==> config.mk <==
export PLATFORM = sky130hd
export DESIGN_NAME = bus_select_waitgen
export DESIGN_NICKNAME = d
export VERILOG_FILES = /design/src/rtl/bus_select_pkg.sv /design/src/rtl/region_cmp.sv /design/src/rtl/bus_select_waitgen.sv
export SDC_FILE = /design/constraint.sdc
export NUM_CORES = 1
export LEC_CHECK = 0
export BUFFER_PORTS_ARGS = -buffer_cell sky130_fd_sc_hd__buf_4
export CORE_MARGIN = 4
export CORE_UTILIZATION = 40
export DETAILED_ROUTE_END_ITERATION = 7
export PLACE_DENSITY = 0.7
export SLEW_MARGIN = 0
export SYNTH_ARGS = -nofsm -noshare
export SYNTH_HDL_FRONTEND = slang
export SYNTH_SLANG_ARGS = --single-unit
==> constraint.sdc <==
create_clock -name CLK -period 2.5 [get_ports CLK]
set_clock_uncertainty 0.2 [all_clocks]
set_input_delay 0.5 -clock CLK [delete_from_list [all_inputs] [get_ports CLK]]
set_output_delay 0.5 -clock CLK [all_outputs]
set_load 0.01 [all_outputs]
==> src/rtl/bus_select_pkg.sv <==
// -----------------------------------------------------------------------------
// bus_select_pkg
//
// Shared definitions for the 8088 bus-select / wait-state generator:
//   - bus_state_t : bus-cycle FSM states (IDLE, ADDR, WAIT, DONE)
//   - WAIT_W      : width of one per-region wait-state field
//   - get_field() : extracts field idx of a given width from a packed
//                   parameter vector (region 0 in the LSBs)
// -----------------------------------------------------------------------------
package bus_select_pkg;

    typedef enum logic [1:0] {
        IDLE = 2'd0,
        ADDR = 2'd1,
        WAIT = 2'd2,
        DONE = 2'd3
    } bus_state_t;

    localparam int WAIT_W = 4;

    // Packed parameter vectors are zero-extended to FIELD_VEC_W before being
    // handed to get_field(); a single field may be up to FIELD_MAX_W bits.
    localparam int FIELD_VEC_W = 512;
    localparam int FIELD_MAX_W = 32;

    // Returns bits [idx*width +: width] of vec, zero-extended to FIELD_MAX_W.
    // Intended for elaboration-time use on parameter vectors.
    function automatic logic [FIELD_MAX_W-1:0] get_field(
        input logic [FIELD_VEC_W-1:0] vec,
        input int                     idx,
        input int                     width
    );
        logic [FIELD_VEC_W-1:0] shifted;
        logic [FIELD_MAX_W-1:0] mask;
        shifted = vec >> (idx * width);
        mask    = {FIELD_MAX_W{1'b1}} >> (FIELD_MAX_W - width);
        return shifted[FIELD_MAX_W-1:0] & mask;
    endfunction

endpackage

==> src/rtl/region_cmp.sv <==
// -----------------------------------------------------------------------------
// region_cmp
//
// Base/limit comparator for one decoded region. A region matches when the
// cycle type (IO or memory) equals IS_IO and the effective address lies in
// [BASE, LIMIT] inclusive, compared unsigned. For IO regions only the low
// IO_W address bits take part; the upper bits are treated as zero.
//
// Ports:
//   addr  : in  [ADDR_W-1:0] address to test
//   iom   : in               1 = IO cycle, 0 = memory cycle
//   match : out              address falls in this region
// -----------------------------------------------------------------------------
module region_cmp #(
    parameter int                ADDR_W = 20,
    parameter int                IO_W   = 16,
    parameter logic [ADDR_W-1:0] BASE   = '0,
    parameter logic [ADDR_W-1:0] LIMIT  = '0,
    parameter logic              IS_IO  = 1'b0
) (
    input  logic [ADDR_W-1:0] addr,
    input  logic              iom,
    output logic              match
);

    localparam logic [ADDR_W-1:0] IO_MASK = {ADDR_W{1'b1}} >> (ADDR_W - IO_W);
    localparam logic [ADDR_W-1:0] SPAN    = LIMIT - BASE;

    logic [ADDR_W-1:0] addr_eff;
    logic [ADDR_W-1:0] offset;

    assign addr_eff = IS_IO ? (addr & IO_MASK) : addr;

    // One subtract-and-compare instead of two compares: an address below
    // BASE wraps to a value larger than any legal span, so it fails the test.
    assign offset = addr_eff - BASE;
    assign match  = (iom == IS_IO) && (offset <= SPAN);

endmodule

==> src/rtl/bus_select_waitgen.sv <==
// -----------------------------------------------------------------------------
// bus_select_waitgen
//
// Address latch, region decode and wait-state generator for the 8088 bus
// model. The multiplexed address is sampled on ALE and decoded against NREG
// memory/IO regions into a registered one-hot chip select. A per-region
// wait-state counter holds READY low so slow peripherals stretch the cycle.
// An access to an unmapped address pulses decode_err and completes with no
// wait states, so the bus never hangs.
//
// Ports:
//   CLK        : in               clock, single domain
//   RESET      : in               synchronous, active-high reset
//   ALE        : in               address latch enable (edge sampled)
//   IOM        : in               1 = IO cycle, 0 = memory cycle
//   AddrIn     : in  [ADDR_W-1:0] {A, AD} address from the bus
//   RD_N       : in               read strobe, active low
//   WR_N       : in               write strobe, active low
//   Address    : out [ADDR_W-1:0] latched address
//   cs         : out [NREG-1:0]   registered one-hot chip select
//   READY      : out              0 inserts a wait state
//   decode_err : out              one-cycle pulse on a strobe to an unmapped
//                                 address
// -----------------------------------------------------------------------------
module bus_select_waitgen
    import bus_select_pkg::*;
#(
    parameter int                       NREG         = 4,
    parameter int                       ADDR_W       = 20,
    parameter int                       IO_W         = 16,
    parameter logic [NREG*ADDR_W-1:0]   REGION_BASE  = {20'h1C00, 20'hFF00, 20'h80000, 20'h00000},
    parameter logic [NREG*ADDR_W-1:0]   REGION_LIMIT = {20'h1DFF, 20'hFF0F, 20'hFFFFF, 20'h7FFFF},
    parameter logic [NREG-1:0]          REGION_IS_IO = 4'b1100,
    parameter logic [NREG*WAIT_W-1:0]   REGION_WAIT  = {4'd3, 4'd1, 4'd2, 4'd0}
) (
    input  logic              CLK,
    input  logic              RESET,
    input  logic              ALE,
    input  logic              IOM,
    input  logic [ADDR_W-1:0] AddrIn,
    input  logic              RD_N,
    input  logic              WR_N,
    output logic [ADDR_W-1:0] Address,
    output logic [NREG-1:0]   cs,
    output logic              READY,
    output logic              decode_err
);

    localparam int IDX_W = (NREG > 1) ? $clog2(NREG) : 1;

    localparam logic [FIELD_VEC_W-1:0] BASE_VEC  = FIELD_VEC_W'(REGION_BASE);
    localparam logic [FIELD_VEC_W-1:0] LIMIT_VEC = FIELD_VEC_W'(REGION_LIMIT);
    localparam logic [FIELD_VEC_W-1:0] WAIT_VEC  = FIELD_VEC_W'(REGION_WAIT);

    // ------------------------------------------------------------------
    // Region comparators. They look at the incoming AddrIn/IOM so that the
    // chip select can be registered on the same edge that latches the
    // address; cs is then valid right after the ALE edge.
    // ------------------------------------------------------------------
    logic [NREG-1:0]   match;
    logic [WAIT_W-1:0] wait_tab [NREG];

    for (genvar i = 0; i < NREG; i++) begin : g_region
        localparam logic [FIELD_MAX_W-1:0] BASE_F  = get_field(BASE_VEC,  i, ADDR_W);
        localparam logic [FIELD_MAX_W-1:0] LIMIT_F = get_field(LIMIT_VEC, i, ADDR_W);
        localparam logic [FIELD_MAX_W-1:0] WAIT_F  = get_field(WAIT_VEC,  i, WAIT_W);

        if (BASE_F > LIMIT_F) begin : g_bad_region
            $error("bus_select_waitgen: region %0d has BASE above LIMIT", i);
        end

        region_cmp #(
            .ADDR_W (ADDR_W),
            .IO_W   (IO_W),
            .BASE   (BASE_F[ADDR_W-1:0]),
            .LIMIT  (LIMIT_F[ADDR_W-1:0]),
            .IS_IO  (REGION_IS_IO[i])
        ) u_region_cmp (
            .addr  (AddrIn),
            .iom   (IOM),
            .match (match[i])
        );

        assign wait_tab[i] = WAIT_F[WAIT_W-1:0];
    end

    // ------------------------------------------------------------------
    // Priority encoder: lowest matching index wins on overlap.
    // ------------------------------------------------------------------
    logic [NREG-1:0]   dec_cs;
    logic [IDX_W-1:0]  dec_idx;
    logic [WAIT_W-1:0] dec_wait;

    always_comb begin
        // NOTE: every always_comb output gets a default first so no path
        // leaves it unassigned, which would otherwise infer a latch.
        dec_cs  = '0;
        dec_idx = '0;
        // Walk from the top index down so the lowest match is written last.
        for (int i = NREG - 1; i >= 0; i--) begin
            if (match[i]) begin
                dec_cs  = NREG'(1) << i;
                dec_idx = IDX_W'(i);
            end
        end
    end

    assign dec_wait = wait_tab[dec_idx];

    // ------------------------------------------------------------------
    // Bus-cycle FSM with registered outputs.
    // ------------------------------------------------------------------
    bus_state_t        state;
    logic [WAIT_W-1:0] counter;
    logic [WAIT_W-1:0] wait_q;   // wait states of the region selected at ALE
    logic              strobe;

    assign strobe = !RD_N || !WR_N;   // both low counts as one access

    // NOTE: sequential state uses non-blocking assignments only, so every
    // register samples the pre-edge values regardless of statement order.
    always_ff @(posedge CLK) begin
        if (RESET) begin
            state      <= IDLE;
            Address    <= '0;
            cs         <= '0;
            READY      <= 1'b1;
            decode_err <= 1'b0;
            counter    <= '0;
            wait_q     <= '0;
        end else begin
            decode_err <= 1'b0;

            if (ALE) begin
                // ALE aborts whatever cycle is in progress and outranks a
                // strobe arriving on the same edge.
                Address <= AddrIn;
                cs      <= dec_cs;
                wait_q  <= dec_wait;
                READY   <= 1'b1;
                counter <= '0;
                state   <= ADDR;
            end else begin
                unique case (state)
                    IDLE: begin
                        // A strobe without a preceding ALE is ignored.
                    end

                    ADDR: begin
                        if (strobe) begin
                            if (|cs) begin
                                if (wait_q != '0) begin
                                    counter <= wait_q;
                                    READY   <= 1'b0;
                                    state   <= WAIT;
                                end else begin
                                    state   <= DONE;
                                end
                            end else begin
                                // Unmapped: flag it but finish the cycle
                                // with READY high so the CPU moves on.
                                decode_err <= 1'b1;
                                state      <= DONE;
                            end
                        end
                    end

                    WAIT: begin
                        // Counter was loaded with W on the strobe edge, so
                        // seeing 1 here means W low cycles have elapsed.
                        if (counter <= WAIT_W'(1)) begin
                            counter <= '0;
                            READY   <= 1'b1;
                            state   <= DONE;
                        end else begin
                            counter <= counter - WAIT_W'(1);
                        end
                    end

                    DONE: begin
                        if (!strobe) begin
                            cs    <= '0;
                            state <= IDLE;
                        end
                    end

                    default: state <= IDLE;
                endcase
            end
        end
    end

endmodule

==> summary.md <==
| Metric | Value |
|---|---|
| Cell Int Power | 0.000871 W |
| Core Footprint | 3690 um^2 |
| Final WL | 3540 um |
| Crit-path max cell delay | 0.40 ns |
| FILL cells | 344 |
| CTS tree | done |
| Hold slack | about 0.23 ns |
| Maximum clock insertion buffer count | 2 |
| Row cnt | 22 |
| Share of total power in the clock network | between 30% and 40% |
| Maxcap violations | 0 |
| DR WL/cell | 13.5 um |
| Crit path cell chain | inv_1, ha_1, or2_1, a21oi_1, nor2_1, a221o_1 |
| Input/output buffers | 51 |
| Hold violation count in the final report | 0 |
| Clock insertion delay at the later pin of the skew report | 0.29 ns |
| CP Data Required Time | 2.47 ns |
| Final weighted congestion in routability-driven placement | 0.859 |
| Die Ht | between 70 and 80 um |
| Element type at the critical path start | register |
| Syn Nets | 198 |
| FF+latch count, synth | 34 |
| Pwr dens | 590 nW/um^2 |
| Commonest non-fill, non-tap cell in the layout | buf_4 |
| Die span in x | 70.2 um |
| Leakage | 0.919 nW |
| Die footprint | 4930 um^2 |
| Synth Cell Area | roughly 1500 um^2 |
| Vias in the first global route | 1305 |
| Count of final setup violators | 0 |
| First-pass GRT wire length | 5910 um |
| Post-CTS setup buffer count | 0 |
| Hold WC Path Type | primary input to register |
| Area Overhead vs Synth | 31.1% |
| IO Pins | 52 |
| Iteration-0 DRC count of the detailed router | 70 |
| Share of layout cells above drive strength 1 | a little under a third |
| Commonest non-fill, non-tap cells in the layout | buf_4 (51), dfxtp_1 (34), nor2_1 (30) |
| Via Count | 1332 |
| Worst-Margin Slew | 0.484 ns |
| Final max-slew violation count | 0 |
| WP data arrival | 2.11 ns |
| H-tree Lvls | 2 |
| Number of diodes | 0 |
| Slowest-stage cell, CP | dfxtp_1 |
| Initial Util | between 40% and 50% |
| Cells after Synth | 165 |
| Synth Area per Inst | 9.38 um^2 |
| Sink Count | 34 |
| Sequential power share | 49.6% |
| Netlist cell types | 38 |
| Max Freq | 0.468 GHz |
| Async set or reset register ratio after synthesis | 0% |
| Crit-path max FO | 6 |
| CP Capture Type | register |
| Peak supply drop | 0.000358 V |
| CTS root buffer | clkbuf_8 |
| Number of CTS-inserted buffers | 5 |
| Final #Nets | around 250 |
| Max_slew headroom | 67.5% |
| Area after DPL | 1950 um^2 |
| Crit path time final | ~2.1 ns |
| DP Worst Slack | 0.407 ns |
| CTS Hold Bufs | 0 |
| DRC viols | 0 |
| Yosys warns | 0 |
| Combinational power share | around a fifth |
| Tcrit/Tclk final | 85.5% |
| Count of flip-flops with a built-in enable after synthesis | 0 |
| Switching power | 0.000326 W |
| Status | complete, no violations |
| Total iterations of the first detailed-routing run | 4 |
| RSZ-0062 raised after global routing | false |
| GR Overflow Total | 0 |
| Initial antenna violation count | 0 |
| Clock-pin slew on the worst setup and hold paths | 0.07 ns |
| All-layer global routing usage | 14.7% |
| Top_reg_cell synth | dfxtp_1 |
| Kind of critical path | register to register |
| Setup WS post-layout | 0.362 ns |
| Routed Antenna Nets | 0 |
| Cell area after layout | 2030 um^2 |
| Setup TNS | 0 ns |
| Dpl hpwl | 2660 um |
| Largest net degree at the start of global routing | 30 |
| Register area share after synthesis | 44.0% |
| Post-CTS sizing | 0 |
| Sw frac | 27.3% |
| Vias per inst | a little over 5 |
registers in the layout, summed over array words and instances, names as in the netlist:
register,cells
decode_err,1
READY,1
wait_q,2
cs,4
state,2
Address,20
counter,4
per-stage QoR:
step | power (W) | cells | utilization [%]
after floorplan | 0.000738 | 165 | -
after global placement | 0.000830 | 256 | 52.9
after detailed placement | 0.000832 | 256 | 52.9
after CTS | 0.00121 | 263 | 55.0
after global routing | 0.00126 | 263 | 55.0
final | 0.00120 | 263 | 55.0
worst paths after layout:
| path | startpoint | end | slack [ns] | depth (start not counted) |
|---|---|---|---|---|
| setup / recovery | counter[0]$_SDFFE_PP0P_ | READY$_SDFFE_PP1P_ | 0.36 | 6 |
| hold / removal | IOM | cs[0]$_SDFFE_PP0P_ | 0.23 | 2 |
| setup reg to reg | counter[0]$_SDFFE_PP0P_ | READY$_SDFFE_PP1P_ | 0.36 | 6 |
| hold reg to reg | cs[3]$_SDFFE_PP0P_ | cs[3]$_SDFFE_PP0P_ | 0.29 | 2 |
power by group through the flow:
stage                     logic (W)  registers (W)  clock network (W)
after floorplan            0.000126       0.000612                  0
after global placement     0.000226       0.000604                  0
after detailed placement   0.000227       0.000605                  0
after CTS                  0.000228       0.000593           0.000392
after global routing       0.000252       0.000597           0.000408
final                      0.000227       0.000594           0.000376
area by class of cell:
class | count | area (um^2) | area share, %
flip-flops and latches | 34 | 681 | 33.5
clock buffers | 5 | 68.8 | 3.39
repair buffers | 51 | 383 | 18.9
inverters | 6 | 22.5 | 1.11
multi-input cells | 117 | 805 | 39.6
well taps | 48 | 60.1 | 2.96
clock inverters | 2 | 10.0 | 0.493
cell usage after synthesis, types with 2 or more instances:
cell / count / area share, %
o31ai_1: 3 / 1.5
a2111oi_0: 2 / 1.1
a21oi_1: 7 / 2.3
dfxtp_1: 34 / 44
buf_2: 2 / 0.65
nor3_1: 4 / 1.3
mux2i_1: 21 / 14
a211oi_1: 2 / 0.97
nor4_1: 3 / 1.2
o21ai_0: 5 / 1.6
nand2_1: 7 / 1.7
inv_1: 6 / 1.5
clkbuf_1: 5 / 1.2
a311oi_1: 2 / 1.1
ha_1: 7 / 5.7
nor2_1: 30 / 7.3
nand2b_1: 2 / 0.81
nand4_1: 3 / 1.2
critical path, delay by kind of cell (launching register included):
family | cells | cell delay [ns]
AO/OA/AOI/OAI | 2 | 0.75
flip-flops | 1 | 0.40
AND/OR/NAND/NOR | 2 | 0.36
adder cells (fa/ha/maj) | 1 | 0.22
buffers and inverters | 1 | 0.08
cell families after synthesis:
| group | count (synthesis) | synth area share, % |
|---|---|---|
| buf+inv | 14 | 4.04 |
| simple gates | 59 | 18.6 |
| compound gates | 29 | 13.2 |
| flops | 34 | 44.0 |
| fa+ha+maj | 7 | 5.66 |
| mux | 22 | 14.6 |
metal layers:
| layer | track usage [%] | wire length (um) |
|---|---|---|
| met5 | 0 | 0 |
| met4 | 4.47 | 43 |
| met3 | 4.89 | 204 |
| met2 | 23.5 | 1640 |
| met1 | 18.7 | 1650 |
Power figures use the tool's default switching activity.
